<file path="config.mk">
export PLATFORM = sky130hd
export DESIGN_NAME = jt49_env_ctl_flat
export DESIGN_NICKNAME = d
export VERILOG_FILES = /design/src/rtl/jt49_pkg.sv /design/src/rtl/jt49_env_ctl_if.sv /design/src/rtl/jt49_env_div.sv /design/src/rtl/jt49_env_ctl.sv /design/src/flat_wrapper.sv
export SDC_FILE = /design/constraint.sdc
export NUM_CORES = 1
export LEC_CHECK = 0
export CAP_MARGIN = 20
export CORE_UTILIZATION = 30
export CTS_CLUSTER_SIZE = 40
export DETAILED_ROUTE_END_ITERATION = 16
export SYNTH_ARGS = -nofsm -noshare
export SYNTH_HDL_FRONTEND = slang
export SYNTH_SLANG_ARGS = --single-unit
</file>
<file path="constraint.sdc">
create_clock -name clk -period 4.6 [get_ports clk]
set_clock_uncertainty 0.1 [all_clocks]
set_input_delay 1.38 -clock clk [delete_from_list [all_inputs] [get_ports clk]]
set_output_delay 1.38 -clock clk [all_outputs]
set_load 0.01 [all_outputs]
</file>
<file path="src/rtl/jt49_pkg.sv">
// Shared PSG definitions: envelope register addresses, shape bit positions
// and the register-bus payload widths used by the envelope control slice.
package jt49_pkg;

  localparam int unsigned ADDR_W  = 4;
  localparam int unsigned DATA_W  = 8;
  localparam int unsigned SHAPE_W = 4;

  // Envelope register map
  localparam logic [ADDR_W-1:0] ENV_FINE   = 4'hB;
  localparam logic [ADDR_W-1:0] ENV_COARSE = 4'hC;
  localparam logic [ADDR_W-1:0] ENV_SHAPE  = 4'hD;

  // Bit positions inside the shape register / eg_ctrl
  localparam int unsigned CONT = 3;
  localparam int unsigned ATT  = 2;
  localparam int unsigned ALT  = 1;
  localparam int unsigned HOLD = 0;

  // One register-bus write as seen by the envelope block
  typedef struct packed {
    logic [ADDR_W-1:0] addr;
    logic [DATA_W-1:0] data;
  } reg_wr_t;

  // A shape write is the only event that restarts the envelope
  function automatic logic is_restart(input logic wr, input logic [ADDR_W-1:0] addr);
    return wr && (addr == ENV_SHAPE);
  endfunction

endpackage

</file>
<file path="src/rtl/jt49_env_ctl_if.sv">
// PSG register bus as seen by the envelope control block.
//   wr   : one-cycle write strobe
//   addr : register address
//   din  : write data
//   dout : combinational readback of the register selected by addr
interface jt49_env_ctl_if;
  import jt49_pkg::*;

  logic              wr;
  logic [ADDR_W-1:0] addr;
  logic [DATA_W-1:0] din;
  logic [DATA_W-1:0] dout;

  modport master (output wr, output addr, output din, input  dout);
  modport slave  (input  wr, input  addr, input  din, output dout);

endinterface

</file>
<file path="src/rtl/jt49_env_div.sv">
// Envelope step-rate divider: a free-running prescaler on cen followed by a
// period counter compared against max(period,1).
//   clk, rst_n : clock, async active-low reset
//   cen        : core clock enable, only cen cycles advance the prescaler
//   clr        : synchronous clear of both counters, suppresses any step
//   period     : envelope period, sampled at each compare
//   step       : registered one-cycle step strobe
module jt49_env_div #(
  parameter int unsigned PRESC_W = 4,
  parameter int unsigned PER_W   = 16
) (
  input  logic             clk,
  input  logic             rst_n,
  input  logic             cen,
  input  logic             clr,
  input  logic [PER_W-1:0] period,
  output logic             step
);

  logic [PRESC_W-1:0] presc;
  logic [PER_W-1:0]   cnt;
  logic [PER_W-1:0]   eff_m1_c;
  logic               tick_c;
  logic               term_c;

  // Terminal detect; period 0 behaves as 1, and >= lets a lowered period fire at once
  always_comb begin
    eff_m1_c = '0;
    if (period != '0) eff_m1_c = period - PER_W'(1);
    tick_c = cen && (presc == '1);
    term_c = tick_c && (cnt >= eff_m1_c);
  end

  // Counters and step strobe; clr has priority over any terminal tick
  always_ff @(posedge clk or negedge rst_n) begin
    if (!rst_n) begin
      presc <= '0;
      cnt   <= '0;
      step  <= 1'b0;
    end else begin
      step <= term_c && !clr;
      if (clr) begin
        presc <= '0;
        cnt   <= '0;
      end else begin
        if (cen)    presc <= presc + PRESC_W'(1);
        if (term_c) cnt   <= '0;
        else if (tick_c) cnt <= cnt + PER_W'(1);
      end
    end
  end

endmodule

</file>
<file path="src/rtl/jt49_env_ctl.sv">
// Envelope control: holds fine/coarse period and shape registers written over
// the PSG register bus, drives the step divider and issues the restart pulse.
//   clk, rst_n : clock, async active-low reset
//   cen        : core clock enable
//   bus        : register bus (wr/addr/din in, dout combinational readback)
//   eg_ctrl    : shape bits {CONT,ATT,ALT,HOLD}
//   eg_cen     : registered envelope step strobe
//   eg_restart : registered restart pulse, the cycle after a shape write
//   period     : current period {coarse,fine}
module jt49_env_ctl
  import jt49_pkg::*;
#(
  parameter int unsigned PRESC_W = 4,
  parameter int unsigned PER_W   = 16
) (
  input  logic                clk,
  input  logic                rst_n,
  input  logic                cen,
  jt49_env_ctl_if.slave       bus,
  output logic [SHAPE_W-1:0]  eg_ctrl,
  output logic                eg_cen,
  output logic                eg_restart,
  output logic [PER_W-1:0]    period
);

  localparam int unsigned CRS_W = PER_W - DATA_W;

  logic [DATA_W-1:0]  fine;
  logic [CRS_W-1:0]   coarse;
  logic [SHAPE_W-1:0] shape;
  logic               restart_c;

  assign restart_c = is_restart(bus.wr, bus.addr);
  assign eg_ctrl   = shape;
  assign period    = {coarse, fine};

  // Register file and restart pulse; writes ignore cen
  always_ff @(posedge clk or negedge rst_n) begin
    if (!rst_n) begin
      fine       <= '0;
      coarse     <= '0;
      shape      <= '0;
      eg_restart <= 1'b0;
    end else begin
      eg_restart <= restart_c;
      if (bus.wr) begin
        case (bus.addr)
          ENV_FINE:   fine   <= bus.din;
          ENV_COARSE: coarse <= bus.din[CRS_W-1:0];
          ENV_SHAPE:  shape  <= bus.din[SHAPE_W-1:0];
          default:    ;
        endcase
      end
    end
  end

  // Readback mux
  always_comb begin
    bus.dout = '0;
    case (bus.addr)
      ENV_FINE:   bus.dout = fine;
      ENV_COARSE: bus.dout = DATA_W'(coarse);
      ENV_SHAPE:  bus.dout = DATA_W'(shape);
      default:    bus.dout = '0;
    endcase
  end

  // The compare sees the pre-write period because period is registered
  jt49_env_div #(
    .PRESC_W (PRESC_W),
    .PER_W   (PER_W)
  ) u_div (
    .clk    (clk),
    .rst_n  (rst_n),
    .cen    (cen),
    .clr    (restart_c),
    .period (period),
    .step   (eg_cen)
  );

endmodule
</file>
<file path="src/flat_wrapper.sv">
// flat-port wrapper written by rule: the top's interface ports become plain ports
module jt49_env_ctl_flat import jt49_pkg::*;
#(
  parameter int unsigned PRESC_W = 4,
  parameter int unsigned PER_W   = 16
)
  (clk, rst_n, cen, eg_ctrl, eg_cen, eg_restart, period, bus_wr, bus_addr, bus_din, bus_dout);
  jt49_env_ctl_if bus_i ();
  input  logic clk;
  input  logic rst_n;
  input  logic cen;
  output logic [SHAPE_W-1:0] eg_ctrl;
  output logic eg_cen;
  output logic eg_restart;
  output logic [PER_W-1:0] period;
  input wire logic [$bits(bus_i.wr)-1:0] bus_wr;
  input wire logic [$bits(bus_i.addr)-1:0] bus_addr;
  input wire logic [$bits(bus_i.din)-1:0] bus_din;
  output wire logic [$bits(bus_i.dout)-1:0] bus_dout;
  assign bus_i.wr = bus_wr;
  assign bus_i.addr = bus_addr;
  assign bus_i.din = bus_din;
  assign bus_dout = bus_i.dout;
  jt49_env_ctl #(.PRESC_W(PRESC_W), .PER_W(PER_W)) u_core (.clk(clk), .rst_n(rst_n), .cen(cen), .bus(bus_i), .eg_ctrl(eg_ctrl), .eg_cen(eg_cen), .eg_restart(eg_restart), .period(period));
endmodule
</file>
# After elaboration in Yosys (flattened, before gate mapping)
# Cells that the tools add are included.
[word_totals]
register_bits = 42
latchBits = 0
mem_bits_rw = 0
mem_bits_ro = 0
inputBits = 16
word_cells = 33
mem_count = 0
[classes]
addsub = 3
n_mul = 0
div_mod_pow = 0
n_lt_le_gt_ge = 1
n_eq_ne = 4
shift = 0
n_mux = 7
bitwise_logic = 0
reduce_logical = 11
[ops]
columns = ["operator", "count"]
rows = [
  ["two-way mux 16 bit", 4],
  ["case mux 8 bit (3 select lines)", 1],
  ["adder 16 x 1 -> 16 bit (second input constant)", 1],
  ["equality test 4 bit (second input constant)", 4],
  [">= comparator 16 bit", 1],
  ["nonzero test 16 bit", 1],
  ["subtractor 16 x 1 -> 16 bit (second input constant)", 1],
  ["two-way mux 4 bit", 2],
  ["AND reduction 2 bit", 3],
  ["adder 4 x 1 -> 4 bit (second input constant)", 1],
  ["logical AND 1 bit", 4],
  ["nonzero test 3 bit", 1],
  ["nonzero test 2 bit", 1],
  ["logical NOT 1 bit", 1],
]

# Longest topological paths before layout
[logic_depth]
depth_word = 6
ltp_mapped = 13
ltp_nobuf = 13

# Cells and area by module
# Synthesis repeated with hierarchy kept, for this count alone.
[hier_totals]
hier_cells = 270
area_unflattened_um2 = 2683.8
[by_module_without_submodules]
columns = ["mod", "instances", "cells_per_inst", "area_per_inst_um2"]
rows = [
  ["jt49_env_div", 1, 202, 1747.9],
  ["jt49_env_ctl", 1, 68, 935.9],
]

# Worst setup path after synthesis
# Ideal clock, no wire load.
[synth_timing]
kind = "register to register"
from = "register u_core.fine[3]"
to = "register u_core.u_div.cnt[13]"
setup_ns = 0.139
arrival_ns = 3.643
slack_ns = 0.718
stages_incl_launch_ff = 14
n_path_buf = 0
synth_period_minus_slack_ns = 3.882
cell_sequence = "dfrtp_1 > or3_1 > or3_4 > or4_4 > nor3_2 > xor2_1 > nand2_1 > ha_1 > and4_1 > nand2_1 > a2111oi_1 > nor4_2 > o21ai_1 > nor2_1"
[synth_between]
elab_chain_len = 6
[synth_lines]
columns = ["element", "line", "rtl"]
rows = [
  ["from (decl)", "jt49_env_ctl.sv:28", "logic [DATA_W-1:0] fine;"],
  ["from (signal assigned)", "jt49_env_ctl.sv:48", "ENV_FINE: fine <= bus.din;"],
  ["subtractor 16 x 1 -> 16 bit or nonzero test 16 bit (tied branches)", "jt49_env_div.sv:29", "if (period != '0) eff_m1_c = period - PER_W'(1);"],
  ["two-way mux 16 bit (*)", "jt49_env_div.sv:29", ""],
  [">= comparator 16 bit (*)", "jt49_env_div.sv:31", "term_c = tick_c && (cnt >= eff_m1_c);"],
  ["logical AND 1 bit (*)", "jt49_env_div.sv:31", ""],
  ["two-way mux 16 bit", "jt49_env_div.sv:47", "if (term_c) cnt <= '0;"],
  ["two-way mux 16 bit", "jt49_env_div.sv:42", "if (clr) begin"],
  ["to (signal assigned)", "jt49_env_div.sv:48", "else if (tick_c) cnt <= cnt + PER_W'(1);"],
  ["to (decl)", "jt49_env_div.sv:21", "logic [PER_W-1:0] cnt;"],
]
# Every way passes the cells marked *; elsewhere a longest branch is shown, timed or not.
# A chain may end at the register's enable or synchronous reset.

# Worst setup path after layout
[layout_timing]
from = "input bus_addr[0]"
to = "output bus_dout[1]"
[layout_between]
elab_chain_len = 2
[layout_lines]
columns = ["element", "line", "rtl"]
rows = [
  ["from (decl)", "flat_wrapper.sv:17", "input wire logic [$bits(bus_i.addr)-1:0] bus_addr;"],
  ["equality test 4 bit", "jt49_env_ctl.sv:60", "case (bus.addr)"],
  ["case mux 8 bit (3 select lines) (*)", "jt49_env_ctl.sv:60", ""],
  ["to (decl)", "flat_wrapper.sv:19", "output wire logic [$bits(bus_i.dout)-1:0] bus_dout;"],
]
# Marks and branches as above.

==> impl_metrics.yaml <==
outcome:
  status: "complete, no violations"
layout:
  fin_nets: 366
  drive_above_1_share_pct: 12.69
  antennaDiodeCount: 0
  fillCellCount: 860
  layoutNonFillerInstCount: 436
  area.growth.synth_to_final_pct: 26.65
  seq_area_um2: 1051
  multi_input_area_um2: 1548
logic_synthesis:
  yosysSeqAreaShare_pct: 39.70
  synth_edf_count: 0
  synthCells: 277
  synth-main-ff-cell: "dfrtp_1"
  syn_nets: 313
  synth_top_area_cell: "dfrtp_1"
  netlist-cell-type-count: 43
  synth_top_area_share_pct: 39.70
  synth_area_leaders: "dfrtp_1 (40%), ha_1 (9.5%), nand2_1 (7.5%)"
  synth_warnings: 0
  synth_area_um2: 2648
  avgSynthCellArea_um2: 9.558
  synthArstFlopShare_pct: 100.0
  ys_ff_latch: 42
critical_path:
  cp_max_fo: 9
  crit_path_start_kind: "input port"
  cp_data_arrival_time_ns: 3.02
  endpoint_kind: "primary output"
  crit_family: "buffers and inverters"
  crit_type: "input port to primary output"
  crit_top_cell: "clkdlybuf4s50_1"
  slowest_stage: "clkdlybuf4s50_1"
  path_buf_inv: 2
  required_ns: 3.12
  slowest_delay_ns: 0.54
  crit_chain: "clkdlybuf4s50_1 > and4b_2 > a22oi_1 > nand2_1 > clkdlybuf4s50_1"
timing:
  layout_min_cycle_time_ns: 4.496
  slew_violations: 0
  setup_viol: 0
  grt_setup_unrepaired: "no"
  fmax_mhz: 222.4
  hold_violations: 0
  relSlewSlack_pct: 67.11
  tightest_slew_ns: 0.4893
  post-route-period-util_pct: 97.73
power:
  powerDensity_nw_per_um2: 364.7
  total_power_mw: 1.223
  ir_drop_mv: 0.1876
  p_leak_nw: 1.529
run:
  drv_cap: 0
route:
  num_vias: 2233
  via_per_inst: 5.122
  route.detailed.drc: 0
  dr.pass1.iters: 4
  wirelength_um: 6487
  wl_per_cell_um: 14.88
  initialDrtViolationCount: 67
  drt.antenna.violating_nets: 0
global_route:
  grt_max_degree: 43
  grt_pass1_vias: 2045
  antenna_found_initial: 0
  grt_pass1_wl_um: 10420
  grt_use_total_pct: 14.88
  overflow: 0
floorplan:
  dieHeight_um: 95.94
  io-pin-count: 46
  core-area_um2: 8382
  start_util_pct: 31.59
  placementRows: 33
  die-area_um2: 9204
  dieWidth_um: 95.94
place:
  place_hpwl_um: 4929
  gp_congestion: 0.8099
  port_buffers: 45
  placed_cells: 427
clocking:
  htreeDepth: 2
  clk_pin_slew_worst_paths_ns: 0.09
  clk_latency_ns: 0.30
  numCtsBuffers: 5
  cts_sinks: 42
  cts_tree: "built"
  clock_path_buffers: 2
  cts_setup_buffers: 0
  cts_root_buf: "clkbuf_8"
hold_path:
  hold_class: "register to register"
==> final timing paths <==
check	to	slack [ns]	startpoint	depth (start not counted)
worst max-delay path	bus_dout[1]	0.10	bus_addr[0]	5
worst min-delay path	u_core.u_div.cnt[15]	0.41	u_core.u_div.cnt[15]	1
worst max register to register	u_core.u_div.cnt[8]	0.57	u_core.fine[3]	14
worst min register to register	u_core.u_div.cnt[15]	0.41	u_core.u_div.cnt[15]	1
max in group asynchronous	u_core.fine[3]	3.05	rst_n	2
min in group asynchronous	u_core.u_div.cnt[5]	0.87	rst_n	1
==> layer usage <==
layer	part of all wire (%)	GRT usage, %	vias to the layer above
li1	-	-	1097
met1	50	21.26	1100
met2	47	23.33	30
met3	2.8	2.844	6
met4	0.68	2.985	0
met5	0	0	-
==> worst register-to-register path: stages, from the launching register on <==
cell and delay, ns:
dfrtp_1 0.47, or3_1 0.43, or3_4 0.36, or4_4 0.49, nor3_2 0.14, xor2_1 0.17, nand2_1 0.10, ha_1 0.30
and4_1 0.23, a21oi_1 0.11, o21ai_0 0.15, nor4_2 0.47, o21ai_1 0.13, buf_4 0.19, nor2_1 0.11
==> where the power goes <==
part	internal (mW)	switching (mW)
clock network	0.107	0.138
registers	0.439	0.106
logic	0.239	0.194
==> cell usage in the layout (no fill, tap or decap), drive strengths merged, types with 2 or more instances in the layout <==
cell and instances:
nand2 53, dfrtp 42, buf 7, nor2 25, inv 8, or4 2, a22oi 4, clkinv 2
nand2b 3, a2111oi 2, xnor2 8, a21oi 8, and4b 2, o21ai 5, and4 4, ha 20
clkbuf 5, nor4 3, nand4 4, xor2 17, or3 3, mux2 17, nor3 10, and3 4
a22o 5, clkdlybuf4s50 44, a21o 2, nand3 5, a31oi 6
==> cells by family (layout without fill, tap and decap cells) <==
group,Yosys count,after routing,synth area share (%)
flip-flops,42,42,39.70
adder cells (fa/ha/maj),20,20,9.452
XOR/XNOR,25,25,8.270
AND/OR/NAND/NOR,121,121,23.25
buffers and inverters,13,67,1.890
AO/OA/AOI/OAI,38,38,9.830
multiplexers,18,18,7.609
==> Yosys cell counts (3+ instances only) <==
cell      count
inv_1         8
xnor2_1       8
nor2_1       25
xor2_1       17
nand2b_1      3
a22o_1        5
dfrtp_1      42
mux2_2       17
nor3_2        3
a21oi_1       8
nand2_1      53
nand4_1       4
nand3_1       5
and4_1        4
ha_1         20
nor3_1        7
a22oi_1       4
and3_1        4
a31oi_1       6
o21ai_0       3
clkbuf_1      4
==> area by class of cell <==
type / instances / area share [%]
multi-input combinational: 222 / 46.16
sequential: 42 / 31.34
timing repair buffer: 51 / 15.00
tap: 105 / 3.918
clock buffer: 5 / 2.052
inverter: 8 / 0.8955
clock inverter: 3 / 0.6343
==> timing repair <==
action                                  in CTS  in global routing
endpoints found under the setup margin       1                  0
hold buffers                                 0                  0
resized for setup                            1                  0
==> state kept, by name, indices dropped and copies added, names as in the netlist <==
| name | flops |
|---|---|
| u_core.fine | 8 |
| u_core.u_div.cnt | 16 |
| u_core.eg_ctrl | 4 |
| u_core.coarse | 8 |
| u_core.eg_restart | 1 |
| u_core.u_div.presc | 4 |
| u_core.u_div.step | 1 |
==> per-stage QoR <==
stage / TNS (ns) / utilization [%] / setup WS, ns / instance area [um2] / hold WS (ns)
global route: 0 / 40.01 / 0.02654 / 3353 / 0.4307
detailed placement: -0.003135 / 38.68 / -0.003135 / 3242 / 0.4014
global placement: 0 / 38.68 / 0.02370 / 3242 / 0.3987
CTS: 0 / 39.77 / 0.08850 / 3333 / 0.4206
floorplan: 0 / - / 0.7181 / 2648 / 0.3569
finish: 0 / 40.01 / 0.1043 / 3353 / 0.4135
(Power assumes the default switching activity.)
